<file path="src/rtl/seq_divider_pkg.sv">
// Shared definitions for the sequential restoring divider: FSM encoding and
// the helper that sizes the step counter from the operand width.
package seq_divider_pkg;

  // Controller states: waiting for a request, or stepping through quotient bits.
  typedef enum logic [0:0] {
    S_IDLE = 1'b0,
    S_RUN  = 1'b1
  } state_t;

  // Step counter width: must hold WIDTH-1, and never collapse below one bit.
  function automatic int cnt_width(input int width);
    if (width <= 2) begin
      return 1;
    end else begin
      return $clog2(width);
    end
  endfunction

endpackage

</file>
<file path="src/rtl/seq_divider_if.sv">
// Request/result bundle between the ALU front end (master) and the divider (slave).
interface seq_divider_if #(
  parameter int WIDTH = 4
);

  logic             start;
  logic [WIDTH-1:0] dividend;
  logic [WIDTH-1:0] divisor;
  logic             busy;
  logic             done;
  logic [WIDTH-1:0] quotient;
  logic [WIDTH-1:0] remainder;
  logic             div_by_zero;

  modport master (
    output start, dividend, divisor,
    input  busy, done, quotient, remainder, div_by_zero
  );

  modport slave (
    input  start, dividend, divisor,
    output busy, done, quotient, remainder, div_by_zero
  );

endinterface

</file>
<file path="src/rtl/seq_divider_div_sub_stage.sv">
// One trial-subtraction stage of the divider: an N-bit ripple-borrow
// subtractor built from full-subtractor cells. borrow_out=1 means a < b.
module div_sub_stage #(
  parameter int N = 5
) (
  input  logic [N-1:0] a,
  input  logic [N-1:0] b,
  output logic [N-1:0] diff,
  output logic         borrow_out
);

  logic [N:0] borrow_s;

  assign borrow_s[0] = 1'b0;

  for (genvar i = 0; i < N; i++) begin : g_fs
    // Full-subtractor cell: difference bit and borrow into the next position.
    assign diff[i]       = a[i] ^ b[i] ^ borrow_s[i];
    assign borrow_s[i+1] = (~a[i] & b[i]) | (~(a[i] ^ b[i]) & borrow_s[i]);
  end

  assign borrow_out = borrow_s[N];

endmodule

</file>
<file path="src/rtl/seq_divider.sv">
// Unsigned sequential restoring divider: one quotient bit per clock behind a
// start/busy/done handshake. Results are held until the next accepted start.
module seq_divider
  import seq_divider_pkg::*;
#(
  parameter int WIDTH = 4
) (
  input  logic         clk,
  input  logic         rst_n,
  seq_divider_if.slave bus
);

  localparam int             CW       = cnt_width(WIDTH);
  localparam logic [CW-1:0]  CNT_LAST = CW'(WIDTH - 1);
  localparam logic [CW-1:0]  CNT_ZERO = {CW{1'b0}};

  state_t           state_q, state_d;
  logic [WIDTH-1:0] q_q, q_d;          // dividend shifting out, quotient shifting in
  logic [WIDTH-1:0] d_q, d_d;          // captured divisor
  logic [WIDTH:0]   r_q, r_d;          // partial remainder
  logic [CW-1:0]    cnt_q, cnt_d;
  logic [WIDTH-1:0] quot_q, quot_d;
  logic [WIDTH-1:0] rem_q, rem_d;
  logic             done_q, done_d;
  logic             dbz_q, dbz_d;

  logic             accept_s;
  logic             last_s;
  logic [WIDTH:0]   sub_a_s;
  logic [WIDTH:0]   sub_b_s;
  logic [WIDTH:0]   diff_s;
  logic             borrow_s;
  logic [WIDTH:0]   r_step_s;
  logic [WIDTH-1:0] q_step_s;
  // Only the low WIDTH bits of R feed the next step; the MSB is kept for
  // a faithful WIDTH+1-bit partial remainder but is never consumed.
  logic             unused_r_msb_s;

  assign unused_r_msb_s = r_q[WIDTH];

  assign accept_s = (state_q == S_IDLE) && bus.start;
  assign last_s   = (state_q == S_RUN) && (cnt_q == CNT_ZERO);

  // Trial subtraction: shifted remainder with next dividend bit, minus divisor.
  assign sub_a_s = {r_q[WIDTH-1:0], q_q[WIDTH-1]};
  assign sub_b_s = {1'b0, d_q};

  div_sub_stage #(
    .N(WIDTH + 1)
  ) u_sub (
    .a          (sub_a_s),
    .b          (sub_b_s),
    .diff       (diff_s),
    .borrow_out (borrow_s)
  );

  // Restore on borrow (keep the shifted value), otherwise take the difference.
  assign r_step_s = borrow_s ? sub_a_s : diff_s;
  assign q_step_s = {q_q[WIDTH-2:0], ~borrow_s};

  // State register with synchronous active-low reset.
  always_ff @(posedge clk) begin
    if (!rst_n) begin
      state_q <= S_IDLE;
    end else begin
      state_q <= state_d;
    end
  end

  // Next-state logic: accept only while idle, finish when the counter hits zero.
  always_comb begin
    state_d = state_q;
    case (state_q)
      S_IDLE: begin
        if (bus.start) begin
          state_d = S_RUN;
        end else begin
          state_d = S_IDLE;
        end
      end
      S_RUN: begin
        if (cnt_q == CNT_ZERO) begin
          state_d = S_IDLE;
        end else begin
          state_d = S_RUN;
        end
      end
      default: state_d = S_IDLE;
    endcase
  end

  // Datapath next values: capture on accept, one step per RUN cycle, publish on the last.
  always_comb begin
    q_d    = q_q;
    d_d    = d_q;
    r_d    = r_q;
    cnt_d  = cnt_q;
    quot_d = quot_q;
    rem_d  = rem_q;
    dbz_d  = dbz_q;
    done_d = 1'b0;
    if (accept_s) begin
      q_d   = bus.dividend;
      d_d   = bus.divisor;
      r_d   = {(WIDTH + 1){1'b0}};
      cnt_d = CNT_LAST;
      dbz_d = (bus.divisor == {WIDTH{1'b0}});
    end else if (state_q == S_RUN) begin
      q_d = q_step_s;
      r_d = r_step_s;
      if (last_s) begin
        cnt_d  = CNT_ZERO;
        quot_d = q_step_s;
        rem_d  = r_step_s[WIDTH-1:0];
        done_d = 1'b1;
      end else begin
        cnt_d  = cnt_q - {{(CW - 1){1'b0}}, 1'b1};
      end
    end else begin
      done_d = 1'b0;
    end
  end

  // Datapath and result registers with synchronous active-low reset.
  always_ff @(posedge clk) begin
    if (!rst_n) begin
      q_q    <= {WIDTH{1'b0}};
      d_q    <= {WIDTH{1'b0}};
      r_q    <= {(WIDTH + 1){1'b0}};
      cnt_q  <= CNT_ZERO;
      quot_q <= {WIDTH{1'b0}};
      rem_q  <= {WIDTH{1'b0}};
      done_q <= 1'b0;
      dbz_q  <= 1'b0;
    end else begin
      q_q    <= q_d;
      d_q    <= d_d;
      r_q    <= r_d;
      cnt_q  <= cnt_d;
      quot_q <= quot_d;
      rem_q  <= rem_d;
      done_q <= done_d;
      dbz_q  <= dbz_d;
    end
  end

  // Outputs come straight from flops; busy is the RUN state itself.
  always_comb begin
    bus.busy        = (state_q == S_RUN);
    bus.done        = done_q;
    bus.quotient    = quot_q;
    bus.remainder   = rem_q;
    bus.div_by_zero = dbz_q;
  end

endmodule

</file>
<file path="src/flat_wrapper.sv">
// flat-port wrapper written by rule: the top's interface ports become plain ports
module seq_divider_flat import seq_divider_pkg::*;
#(
  parameter int WIDTH = 4
)
  (clk, rst_n, bus_start, bus_dividend, bus_divisor, bus_busy, bus_done, bus_quotient, bus_remainder, bus_div_by_zero);
  seq_divider_if #(.WIDTH(WIDTH)) bus_i ();
  input  logic clk;
  input  logic rst_n;
  input wire logic [$bits(bus_i.start)-1:0] bus_start;
  input wire logic [$bits(bus_i.dividend)-1:0] bus_dividend;
  input wire logic [$bits(bus_i.divisor)-1:0] bus_divisor;
  output wire logic [$bits(bus_i.busy)-1:0] bus_busy;
  output wire logic [$bits(bus_i.done)-1:0] bus_done;
  output wire logic [$bits(bus_i.quotient)-1:0] bus_quotient;
  output wire logic [$bits(bus_i.remainder)-1:0] bus_remainder;
  output wire logic [$bits(bus_i.div_by_zero)-1:0] bus_div_by_zero;
  assign bus_i.start = bus_start;
  assign bus_i.dividend = bus_dividend;
  assign bus_i.divisor = bus_divisor;
  assign bus_busy = bus_i.busy;
  assign bus_done = bus_i.done;
  assign bus_quotient = bus_i.quotient;
  assign bus_remainder = bus_i.remainder;
  assign bus_div_by_zero = bus_i.div_by_zero;
  seq_divider #(.WIDTH(WIDTH)) u_core (.clk(clk), .rst_n(rst_n), .bus(bus_i));
endmodule
</file>
<file path="config.mk">
export PLATFORM = sky130hd
export DESIGN_NAME = seq_divider_flat
export DESIGN_NICKNAME = d
export VERILOG_FILES = /design/src/rtl/seq_divider_pkg.sv /design/src/rtl/seq_divider_if.sv /design/src/rtl/seq_divider_div_sub_stage.sv /design/src/rtl/seq_divider.sv /design/src/flat_wrapper.sv
export SDC_FILE = /design/constraint.sdc
export NUM_CORES = 1
export LEC_CHECK = 0
export ABC_AREA = 0
export BUFFER_PORTS_ARGS = -buffer_cell sky130_fd_sc_hd__buf_4
export CAP_MARGIN = 20
export CORE_MARGIN = 1.5
export CORE_UTILIZATION = 46
export DETAILED_ROUTE_END_ITERATION = 6
export PLACE_DENSITY = 0.74
export SLEW_MARGIN = 20
export SYNTH_ARGS = -nofsm -noshare
export SYNTH_HDL_FRONTEND = slang
export SYNTH_HIERARCHICAL = 1
export SYNTH_SLANG_ARGS = --single-unit
</file>
<file path="constraint.sdc">
create_clock -name clk -period 2.8 [get_ports clk]
set_input_delay 0.14 -clock clk [delete_from_list [all_inputs] [get_ports clk]]
set_output_delay 0.14 -clock clk [all_outputs]
set_load 0.02 [all_outputs]
</file>
## Yosys cells after proc, flatten, opt, wreduce, memory -nomap -nowiden

Index checks and enable logic that the tools add are counted.

- Flip-flop bits (word level): 25

- Multiplexer cells: 10
- Add/subtract/negate cells: 1
- Reduce and logical (&&, ||, !) cells: 8
- Bitwise logic cells: 30

Operators by type and width:

| cell | count |
|---|---|
| 2-to-1 mux 4 bit | 3 |
| inverter 1 bit | 12 |
| bitwise AND 1 bit | 8 |
| bitwise XOR 1 bit | 7 |
| 2-to-1 mux 2 bit | 3 |
| logical NOT 4 bit | 1 |
| 2-to-1 mux 1 bit | 3 |
| bitwise OR 1 bit | 3 |
| AND reduction 3 bit | 1 |
| OR reduction 3 bit | 1 |
| logical AND 1 bit | 2 |
| logical NOT 2 bit | 1 |
| one-hot mux 1 bit (2 select lines) | 1 |
| nonzero test 2 bit | 1 |
| OR reduction 2 bit | 1 |
| subtractor 2 x 1 -> 2 bit, second input constant | 1 |

## Logic depth before layout (Yosys ltp)

Gate-level depths: netlist (run 1).

- Depth in word-level cells: 12
- Gate-level depth with buffers: 13
- Depth with buffers taken out: 12

## Hierarchy

The synthesis (run 1) kept the hierarchy.

By module, submodules not included:

| module | times used | sequential area each (um^2) | cells each | area an instance (um^2) |
|---|---|---|---|---|
| seq_divider | 1 | 500.5 | 97 | 962.2 |
| div_sub_stage | 1 | 0.0 | 17 | 137.6 |

## Worst setup path before layout (run 1)

OpenSTA, ideal clock, no wires.

- Path kind: reg2reg
- From: register u_core.q_q[3]
- To: register u_core.r_q[1]
- Data arrival time: 2.240 ns
- Cell stages (with the launch flop): 14
- Library setup time: 0.086 ns
- Data required time: 2.714 ns
- Slack: 0.474 ns
- Cell sequence: dfxtp_1 -> inv_1 -> ha_1 -> inv_1 -> fa_1 -> inv_1 -> fa_1 -> fa_1 -> inv_1 -> fa_1 -> inv_1 -> clkbuf_2 -> mux2i_1 -> a211oi_1

- Longest elaborated chain between the ends: 10

Ends and longest elaborated chain:

| item | RTL line | RTL |
|---|---|---|
| start: declaration | seq_divider.sv:18 | `logic [WIDTH-1:0] q_q, q_d;` |
| start signal: assignment | seq_divider.sv:127 | `q_q <= {WIDTH{1'b0}};` |
| start signal: assignment | seq_divider.sv:136 | `q_q <= q_d;` |
| inverter 1 bit | seq_divider_div_sub_stage.sv:19 | `assign borrow_s[i+1] = (~a[i] & b[i]) \| (~(a[i] ^ b[i]) & borrow_s[i]);` |
| bitwise AND 1 bit (2 in series) | seq_divider_div_sub_stage.sv:19 |  |
| bitwise OR 1 bit | seq_divider_div_sub_stage.sv:19 |  |
| bitwise AND 1 bit | seq_divider_div_sub_stage.sv:19 |  |
| bitwise OR 1 bit | seq_divider_div_sub_stage.sv:19 |  |
| bitwise AND 1 bit | seq_divider_div_sub_stage.sv:19 |  |
| bitwise OR 1 bit | seq_divider_div_sub_stage.sv:19 |  |
| bitwise AND 1 bit | seq_divider_div_sub_stage.sv:19 |  |
| named net u_core.borrow_s | seq_divider.sv:32 | `logic borrow_s;` |
| 2-to-1 mux 4 bit | seq_divider.sv:58 | `assign r_step_s = borrow_s ? sub_a_s : diff_s;` |
| end signal: assignment | seq_divider.sv:129 | `r_q <= {(WIDTH + 1){1'b0}};` |
| end signal: assignment | seq_divider.sv:138 | `r_q <= r_d;` |
| end: declaration | seq_divider.sv:20 | `logic [WIDTH:0] r_q, r_d;` |

The timed path passes the listed nets, and every way through them passes these cells.
A chain may end at the register's enable or synchronous reset.

## Worst setup path after layout (run 1)

- From: register u_core.q_q[3]
- To: register u_core.r_q[0]

The elaborated chain is that of the path after synthesis.

==> results.py, run 1 <==
metrics = {
    "timing": {
        "period_needed_ps": 2505,
        "fin_worst_skew_ps": 1.304,
        "max_freq_mhz": 399.1,
        "relSlewSlack_pct": 54.69,
        "slew_viol_final": 0,
        "period_share_pct": 89.48,
        "rsz0062_at_grt": "false",
        "report.final.setup_viol": 0,
        "hold_violations": 0,
        "finalSetupTns_ps": 0,
        "worst_pin_slew_ps": 678.3,
    },
    "power": {
        "p_per_area_mw_per_mm2": 538.1,
        "p_sw_mw": 0.1942,
        "pwr-share-clk_pct": 23.2,
        "leakagePower_nw": 0.5802,
        "p_sw_share_pct": 28.25,
        "power.share.sequential_pct": 58.3,
        "p_int_mw": 0.4932,
        "ir_worst_vdd_uv": 399.0,
        "pwr-share-comb_pct": 18.4,
    },
    "cts": {
        "cts_sinks": 25,
        "ctsHoldBuffers": 0,
        "clk_pin_slew_ps": 130,
        "cts_buffer_depth": 2,
        "htree_levels": 1,
        "numCtsBuffers": 3,
        "postCtsSetupBuffers": 0,
        "cts_resized": 0,
        "clock_latency_ps": 320,
        "cts_tree": "built",
        "cts_root_buf": "clkbuf_4",
    },
    "synthesis": {
        "yosys-top-cells-count": "dfxtp_1, inv_1, nand2_1",
        "synthCells": 114,
        "yosysSeqAreaShare_pct": 45.51,
        "synth_cell_types": 29,
        "ys_warn_count": 6,
        "yosys.area.top_type": "dfxtp_1",
        "synthArstFlopShare_pct": 0,
        "synth_most_common_cell": "dfxtp_1",
        "ys_ff_latch": 25,
        "yosys-top-cells-area": "dfxtp_1, fa_1, mux2i_1, inv_1, nand2_1",
        "syn_nets": 130,
        "synthFlopType": "dfxtp_1",
        "synth_edf_count": 0,
        "synth_area_mm2": 0.001100,
        "synth.avg_cell_area_um2": 9.647,
        "yosysTopAreaCellShare_pct": 45.51,
    },
    "outcome": {
        "outcome": "complete, no violations",
    },
    "drt": {
        "dr.pass1.iters": 4,
        "wl_per_cell_um": 12.45,
        "num_vias": 817,
        "drtAntennaViolNets": 0,
        "drt_iter0_drc": 20,
        "drcViolationCount": 0,
        "routed_wirelength_um": 2004,
        "viasPerCell": 5.075,
    },
    "floorplan": {
        "io_pins": 22,
        "chipWidth_um": 51.90,
        "rows": 17,
        "design.core.area_mm2": 0.002233,
        "die_h_um": 51.90,
        "die_area_mm2": 0.002693,
        "initial_core_util_pct": 49.24,
    },
    "worst_setup_path": {
        "slowest_stage": "fa_1",
        "startpoint_type": "register",
        "crit_type": "register to register",
        "path_common_cell": "inv_1",
        "endpoint_kind": "register",
        "slowest_delay_ps": 360,
        "worstPathArrival_ps": 2700,
        "cp.required_ps": 2990,
        "path_cells": "inv_1 > ha_1 > inv_1 > fa_1 > inv_1 > fa_1 > fa_1 > inv_1 > fa_1 > inv_1 > mux2i_1 > a211oi_1",
        "critical-path-top-delay-family": "adder cells",
        "cp_max_fo": 6,
        "critPathBufInv": 5,
    },
    "global_routing": {
        "antenna_found_initial": 0,
        "grt_max_degree": 20,
        "grt_usage_pct": 18.07,
        "grt_pass1_vias": 801,
        "grt_pass1_wl_um": 3456,
        "grt.overflow.total": 0,
    },
    "placed_design": {
        "hpwl_um": 1498,
        "gp_congestion": 0.8157,
        "portBuffers": 21,
        "placed_area_mm2": 0.001251,
    },
    "job": {
        "drv_cap": 0,
    },
    "final_layout": {
        "num-nets-final": 150,
        "area_delta_synth_final_pct": 16.16,
        "drive_gt1_share_pct": 19.55,
        "final_area_mm2": 0.001277,
        "antennaDiodeCount": 0,
    },
    "min_path": {
        "min_path_type": "primary input to register",
    },
}
## sequential cells by signal, indices dropped and copies added (netlist names)
name,count
u_core/bus.busy,1
u_core/bus.div_by_zero,1
u_core/bus.done,1
u_core/bus.quotient,4
u_core/bus.remainder,4
u_core/cnt_q,2
u_core/d_q,4
u_core/q_q,4
u_core/r_q,4
## worst reg2reg max path, delay by kind of cell, from the launching register on
| kind | cells | cell delay [ps] |
|---|---|---|
| compound gates | 1 | 100 |
| buf+inv | 5 | 450 |
| mux | 1 | 300 |
| flops | 1 | 350 |
| fa+ha+maj | 5 | 1190 |
## layout by cell type, fill, tap and decap left out
master	instances
nand2_1	13
a22o_1	3
and2_1	2
mux2i_1	7
nor4_1	1
buf_4	21
nand3_1	2
a21oi_1	3
o21ai_0	5
and2b_1	1
o21a_1	1
fa_1	4
o211a_1	1
dfxtp_1	25
conb_1	1
ha_1	1
nor3b_2	1
clkbuf_1	1
nand3b_1	1
nand2b_1	1
o2bb2ai_1	5
a21boi_0	4
nor2_1	6
clkbuf_4	3
mux2_2	1
a211oi_1	4
nor2b_1	1
inv_1	14
## power groups by stage
stage	Clock [mW]	Combinational [mW]	Sequential (mW)
global placement	0	0.122	0.409
detailed placement	0	0.127	0.409
CTS	0.163	0.128	0.401
floorplan	0	0.0906	0.410
global route	0.183	0.146	0.406
finish	0.160	0.127	0.401
## final cells by class
class                   instances  area [um^2]
multi-input cells              69        505.5
inverters                      14        52.55
fillers                       204        955.9
well taps                      28        35.03
repair buffers                 21        157.7
flip-flops and latches         25        500.5
clock buffers                   4        26.28
## per-stage QoR
stage | std cells | hold slack, ps | setup slack (ps) | util (%) | power, mW
after global routing | 161 | 77.28 | 91.09 | 57.20 | 0.7352
after global placement | 157 | 418.0 | 388.7 | 56.02 | 0.5310
after floorplan | 114 | 284.9 | 474.3 | - | 0.5004
final | 161 | 78.20 | 294.5 | 57.20 | 0.6874
after detailed placement | 157 | 426.5 | 300.1 | 56.02 | 0.5363
after CTS | 161 | 72.94 | 280.1 | 57.20 | 0.6923
## worst paths after layout
path                       start            end  slack (ps)  depth (start not counted)
setup reg to reg   u_core/q_q[3]  u_core/r_q[0]         290                         12
hold reg to reg    u_core/d_q[1]  u_core/d_q[1]         470                          2
hold / removal    bus_divisor[1]  u_core/d_q[1]          80                          3
setup / recovery   u_core/q_q[3]  u_core/r_q[0]         290                         12
## per-layer routing
layer  wire length [um]  vias up  GRT usage [%]
met4                 26        0          7.895
met5                  0        -              0
met2               1006       25          29.96
met3                110        2          6.034
met1                861      376          21.06
li1                   -      414              -
## kinds of logic (layout without fill, tap and decap cells)
| kind of cell | count (synthesis) | after routing | share of synthesized area [%] |
|---|---|---|---|
| mux | 8 | 8 | 7.395 |
| fa+ha+maj | 5 | 5 | 8.419 |
| buf+inv | 20 | 39 | 8.532 |
| other cells | 1 | 1 | 0.3410 |
| simple gates | 29 | 29 | 12.74 |
| flops | 25 | 25 | 45.51 |
| compound gates | 26 | 26 | 17.06 |
No activity file was read; power rests on OpenSTA's default activity.
==> run 2: changes to the inputs <==
Settings changed: PLACE_DENSITY 0.74 to 0.73, SLEW_MARGIN 20 to unset, SYNTH_HIERARCHICAL 1 to unset.
==> run 2 against run 1 <==
- setup slack worse by 79 ps
- sequential cell count stayed put
- sequential share of layout area is 1.6 points lower
- non-clock buffer count is 1 higher
- area after synthesis is 5.7% higher
- clock skew hardly changed
- register-to-register slack worse by 80 ps
- cell area is 4.2% higher
- clock-buffer cell count stayed put
- fmax is 3.1% lower
- highest routed layer unchanged
- critical path type unchanged
- largest cell class unchanged
- worst hold slack better by 8.8 ps
- wire length is 1.4% lower
==> results.py, run 2 <==
metrics = {
    "cts": {
        "clock_latency_ps": 310,
        "postCtsSetupBuffers": 0,
        "cts_tree": "built",
        "numCtsBuffers": 3,
        "cts_resized": 0,
        "cts_buffer_depth": 2,
        "htree_levels": 1,
        "clk_pin_slew_ps": 130,
        "ctsHoldBuffers": 0,
        "cts_root_buf": "clkbuf_4",
        "cts_sinks": 25,
    },
    "placed_design": {
        "hpwl_um": 1497,
        "dpl.cell_count": 154,
        "gp_congestion": 0.7317,
        "portBuffers": 21,
    },
    "worst_setup_path": {
        "cp_max_fo": 8,
        "slowest_delay_ps": 420,
        "crit_type": "register to register",
        "endpoint_kind": "register",
        "slowest_stage": "fa_1",
        "startpoint_type": "register",
        "path_cells": "inv_1 > ha_1 > fa_1 > fa_1 > fa_1 > nand2b_1 > mux2i_1 > a22o_1",
        "path_common_cell": "fa_1",
        "cp.required_ps": 3070,
        "worstPathArrival_ps": 2860,
    },
    "synthesis": {
        "ys_ff_latch": 25,
        "yosys-top-cells-area": "dfxtp_1, mux2i_1, a22o_1, fa_1, buf_6",
        "yosys-top-cells-count": "dfxtp_1, mux2i_1, a22o_1",
        "synthCells": 110,
        "synth_top_family_by_area": "simple AND/OR/NAND/NOR gates",
        "synth_cell_types": 33,
        "synth.avg_cell_area_um2": 10.57,
        "synth_most_common_cell": "dfxtp_1",
        "ys_warn_count": 0,
        "synthArstFlopShare_pct": 0,
        "yosys.area.top_type": "dfxtp_1",
        "syn_nets": 125,
        "synthFlopType": "dfxtp_1",
        "yosys.area_share.adder_pct": 6.243,
        "synth_area_mm2": 0.001162,
        "yosys.area_share.simple_pct": 18.30,
        "synth_edf_count": 0,
        "synth_xor_area_share_pct": 0,
        "yosysSeqAreaShare_pct": 43.06,
        "yosysTopAreaCellShare_pct": 43.06,
        "synthMuxAreaShare_pct": 11.30,
        "synth_compound_area_share_pct": 14.32,
    },
    "power": {
        "p_total_mw": 0.7065,
        "pwr-share-clk_pct": 22.8,
        "leakagePower_nw": 0.5608,
        "p_int_mw": 0.5070,
        "power.share.sequential_pct": 56.0,
        "p_per_area_mw_per_mm2": 530.7,
        "ir_worst_vdd_uv": 285.0,
        "p_sw_share_pct": 28.24,
        "p_sw_mw": 0.1995,
        "pwr-share-comb_pct": 21.2,
    },
    "timing": {
        "fin_worst_skew_ps": 1.419,
        "worst_pin_slew_ps": 410.6,
        "report.final.setup_viol": 0,
        "period_needed_ps": 2585,
        "period_share_pct": 92.32,
        "finalSetupTns_ps": 0,
        "hold_violations": 0,
        "hold_ws_ps": 86.95,
        "max_freq_mhz": 386.9,
        "slew_viol_final": 0,
        "relSlewSlack_pct": 72.47,
        "rsz0062_at_grt": "false",
    },
    "final_layout": {
        "final_cell_mix": "dfxtp_1, buf_4, mux2i_1",
        "antennaDiodeCount": 0,
        "final_common_cell": "dfxtp_1",
        "area_delta_synth_final_pct": 14.53,
        "fillers": 222,
        "instances_no_fill": 158,
        "drive_gt1_share_pct": 24.22,
        "num-nets-final": 144,
    },
    "drt": {
        "routed_wirelength_um": 1975,
        "wl_per_cell_um": 12.50,
        "num_vias": 816,
        "drcViolationCount": 0,
        "drtAntennaViolNets": 0,
        "viasPerCell": 5.165,
        "dr.pass1.iters": 3,
        "drt_iter0_drc": 5,
    },
    "global_routing": {
        "grt_pass1_vias": 758,
        "grt.overflow.total": 0,
        "antenna_found_initial": 0,
        "grt_pass1_wl_um": 3436,
        "grt_max_degree": 20,
        "grt_usage_pct": 16.65,
    },
    "floorplan": {
        "chipWidth_um": 53.27,
        "die_h_um": 53.27,
        "io_pins": 22,
        "design.core.area_mm2": 0.002432,
        "die_area_mm2": 0.002838,
        "initial_core_util_pct": 47.79,
        "rows": 18,
    },
    "job": {
        "drv_cap": 0,
    },
    "outcome": {
        "outcome": "complete, no violations",
    },
    "min_path": {
        "min_path_type": "primary input to register",
    },
}
[run 2: cell count changes in the layout (fill, tap and decap cells not counted), sizes merged, moves of 4 or more]
cell / before / now
a211oi: 4 / 0
nand2: 13 / 6
mux2i: 7 / 12
inv: 14 / 5
nor2b: 1 / 6
nor2: 6 / 2
nand2b: 1 / 5
a22o: 3 / 8
o2bb2ai: 5 / 0
[run 2: cell families after synthesis]
family,Yosys count
and+or+nand+nor,33
DFF,25
AOI/OAI and AO/OA,22
buffers and inverters,13
muxes,13
adders and majority gates,4
[run 2: power groups by stage]
stage | sequential, mW | clock [mW] | combinational, mW
floorplan | 0.407 | 0 | 0.110
global placement | 0.403 | 0 | 0.145
detailed placement | 0.404 | 0 | 0.151
CTS | 0.396 | 0.166 | 0.151
global route | 0.399 | 0.178 | 0.168
finish | 0.396 | 0.161 | 0.150
[run 2: worst max-delay path, delay by kind of cell, from the launching register on]
family	cells	cell delay (ps)
buffers and inverters	1	60
DFF	1	370
AOI/OAI and AO/OA	1	140
muxes	1	270
and+or+nand+nor	1	310
adders and majority gates	4	1380
[run 2: path summary, 6_finish.rpt]
path	from	to	slack (ps)	depth (start not counted)
min reg2reg	u_core.bus.quotient[1]	u_core.bus.quotient[1]	490	1
min	bus_divisor[0]	u_core.d_q[0]	90	3
max reg2reg	u_core.q_q[3]	u_core.bus.remainder[3]	220	8
max	u_core.q_q[3]	u_core.bus.remainder[3]	220	8
[run 2: layout make-up]
cell class	count	area [um^2]	share of cell area, %
clock buffers	4	26.28	1.974
flip-flops and latches	25	500.5	37.59
repair buffers	22	165.2	12.41
multi-input cells	72	583.1	43.80
inverters	5	18.77	1.410
well taps	30	37.54	2.820
[run 2: through the flow]
step	instance area, um^2	setup slack (ps)	utilization [%]
6_report	1331	215.0	54.73
2_1_floorplan	1162	464.6	-
4_1_cts	1331	218.9	54.73
3_5_place_dp	1305	246.5	53.65
3_3_place_gp	1305	325.8	53.65
5_1_grt	1331	62.85	54.73
[run 2: routing by layer]
layer  vias up  track usage, %  routed length (um)
li1        419               -                   -
met1       374           22.61                 997
met2        21           26.34                 874
met3         2           3.390                  90
met4         0           5.128                  12
met5         -               0                   0
==> run 3: changes to the inputs <==
Settings changed: CORE_UTILIZATION 46 to 35, PLACE_DENSITY 0.73 to 0.6.
Clock period 2.8 ns to 3.05 ns, I/O delays scaled along.
==> run 3 against run 2 <==
- sequential power down 8.1%
- power down 7.3%
- wire length grew 3.8%
- die area increased by 30%
- register-to-register slack better by 280 ps
- clock skew increased by 8.3 ps
- utilization is 11 points lower
- cell area is 1.6% higher
- critical path depth unchanged
- worst hold slack worse by 0.70 ps
- clock-buffer cell count fell by 1
- highest routed layer unchanged
==> results.py, run 3 (synthesis gave the netlist of run 2 again) <==
metrics = {
    "outcome": {
        "outcome": "complete, no violations",
    },
    "timing": {
        "max_freq_mhz": 390.8,
        "finalSetupTns_ps": 0,
        "period_needed_ps": 2559,
        "report.final.setup_viol": 0,
        "fin_ws_ps": 490.9,
        "hold_ws_ps": 86.26,
        "fin_worst_skew_ps": 9.703,
        "hold_violations": 0,
        "period_share_pct": 83.90,
        "relSlewSlack_pct": 72.50,
        "rsz0062_at_grt": "false",
        "slew_viol_final": 0,
        "worst_pin_slew_ps": 410.1,
    },
    "power": {
        "pwr-share-comb_pct": 20.8,
        "pwr-share-clk_pct": 23.6,
        "ir_worst_vdd_uv": 304.3,
        "p_per_area_mw_per_mm2": 484.0,
        "p_sw_mw": 0.1903,
        "power.share.sequential_pct": 55.6,
        "leakagePower_nw": 0.5598,
        "p_int_mw": 0.4643,
        "p_sw_share_pct": 29.07,
        "p_total_mw": 0.6546,
    },
    "placed_design": {
        "hpwl_um": 1538,
        "portBuffers": 21,
        "placed_area_mm2": 0.001323,
        "gp_congestion": 0.8911,
        "dp_worst_setup_slack_ps": 507.4,
        "dpl.cell_count": 168,
    },
    "final_layout": {
        "final_common_cell": "dfxtp_1",
        "final_cell_mix": "dfxtp_1, buf_4, mux2i_1",
        "drive_gt1_share_pct": 25.00,
        "area_delta_synth_final_pct": 16.36,
        "instances_no_fill": 172,
        "final_area_mm2": 0.001353,
        "antennaDiodeCount": 0,
        "num-nets-final": 144,
        "fin_util_pct": 43.59,
    },
    "cts": {
        "clock_latency_ps": 330,
        "numCtsBuffers": 3,
        "htree_levels": 1,
        "cts_resized": 0,
        "cts_sinks": 25,
        "cts_buffer_depth": 2,
        "clk_pin_slew_ps": 140,
        "cts_tree": "built",
        "ctsHoldBuffers": 0,
        "cts_root_buf": "clkbuf_4",
        "postCtsSetupBuffers": 0,
    },
    "worst_setup_path": {
        "r2r-start": "u_core.q_q[3]",
        "cp.required_ps": 3340,
        "worstPathArrival_ps": 2850,
        "path_common_cell": "fa_1",
        "endpoint_kind": "register",
        "path_cells": "inv_1 > ha_1 > fa_1 > fa_1 > fa_1 > nand2b_1 > mux2i_1 > a22o_1",
        "critPathLaunch": "u_core.q_q[3]",
        "startpoint_type": "register",
        "r2r_setup_slack_ps": 490,
        "worstRegToRegCells": 8,
        "cp_max_fo": 8,
        "crit_type": "register to register",
        "r2r-end": "u_core.bus.remainder[1]",
        "slowest_delay_ps": 400,
        "slowest_stage": "fa_1",
    },
    "global_routing": {
        "grt_pass1_wl_um": 3560,
        "grt_max_degree": 20,
        "grt_pass1_vias": 784,
        "grt.overflow.total": 0,
        "antenna_found_initial": 0,
        "grt_usage_pct": 13.11,
    },
    "min_path": {
        "worstHoldPathCells": 3,
        "hp-start": "bus_divisor[1]",
        "min_path_type": "primary input to register",
        "min_to": "u_core.d_q[1]",
    },
    "drt": {
        "drcViolationCount": 0,
        "viasPerCell": 4.884,
        "routed_wirelength_um": 2050,
        "wl_per_cell_um": 11.92,
        "drtAntennaViolNets": 0,
        "dr.pass1.iters": 4,
        "drt_iter0_drc": 39,
        "num_vias": 840,
    },
    "job": {
        "drv_cap": 0,
    },
    "floorplan": {
        "die_h_um": 60.63,
        "die_area_mm2": 0.003676,
        "io_pins": 22,
        "chipWidth_um": 60.63,
        "rows": 20,
        "design.core.area_mm2": 0.003103,
        "initial_core_util_pct": 37.46,
    },
}
run 3: changes by cell type in the layout (fill, tap and decap cells not counted):
cell and change:
clkbuf_1 -1, clkinvlp_4 +1
run 3: worst max-delay path, delay by kind of cell, from the launching register on:
family          cells  cell delay (ps)
buf+inv             1               60
simple gates        1              320
mux                 1              250
fa+ha+maj           4             1340
compound gates      1              160
flops               1              380
run 3: cell type report:
| type | count | area (um^2) |
|---|---|---|
| Multi-Input combinational cell | 72 | 583.1 |
| Clock buffer | 3 | 22.52 |
| Timing Repair Buffer | 22 | 165.2 |
| Tap cell | 44 | 55.05 |
| Sequential cell | 25 | 500.5 |
| Clock inverter | 1 | 7.507 |
| Inverter | 5 | 18.77 |
| Fill cell | 323 | 1750 |
run 3: per-layer routing:
layer | global-route usage (%) | wire (um) | up-vias
met5 | 0 | 0 | -
met2 | 20.12 | 905 | 18
met3 | 4.051 | 105 | 5
met4 | 5.590 | 33 | 0
li1 | - | - | 418
met1 | 17.08 | 1005 | 399
run 3: how the worst max path moves through the flow:
stage,to
after floorplan,u_core.bus.remainder[0]
after global placement,u_core.bus.remainder[2]
after detailed placement,u_core.bus.remainder[1]
after CTS,u_core.bus.remainder[1]
after global routing,u_core.bus.remainder[1]
final,u_core.bus.remainder[1]
run 3: power by group through the flow:
stage / Sequential (mW) / Combinational, mW / Clock (mW)
2_1_floorplan: 0.373 / 0.101 / 0
3_3_place_gp: 0.370 / 0.134 / 0
3_5_place_dp: 0.371 / 0.136 / 0
4_1_cts: 0.364 / 0.137 / 0.162
5_1_grt: 0.368 / 0.153 / 0.178
6_report: 0.364 / 0.136 / 0.155
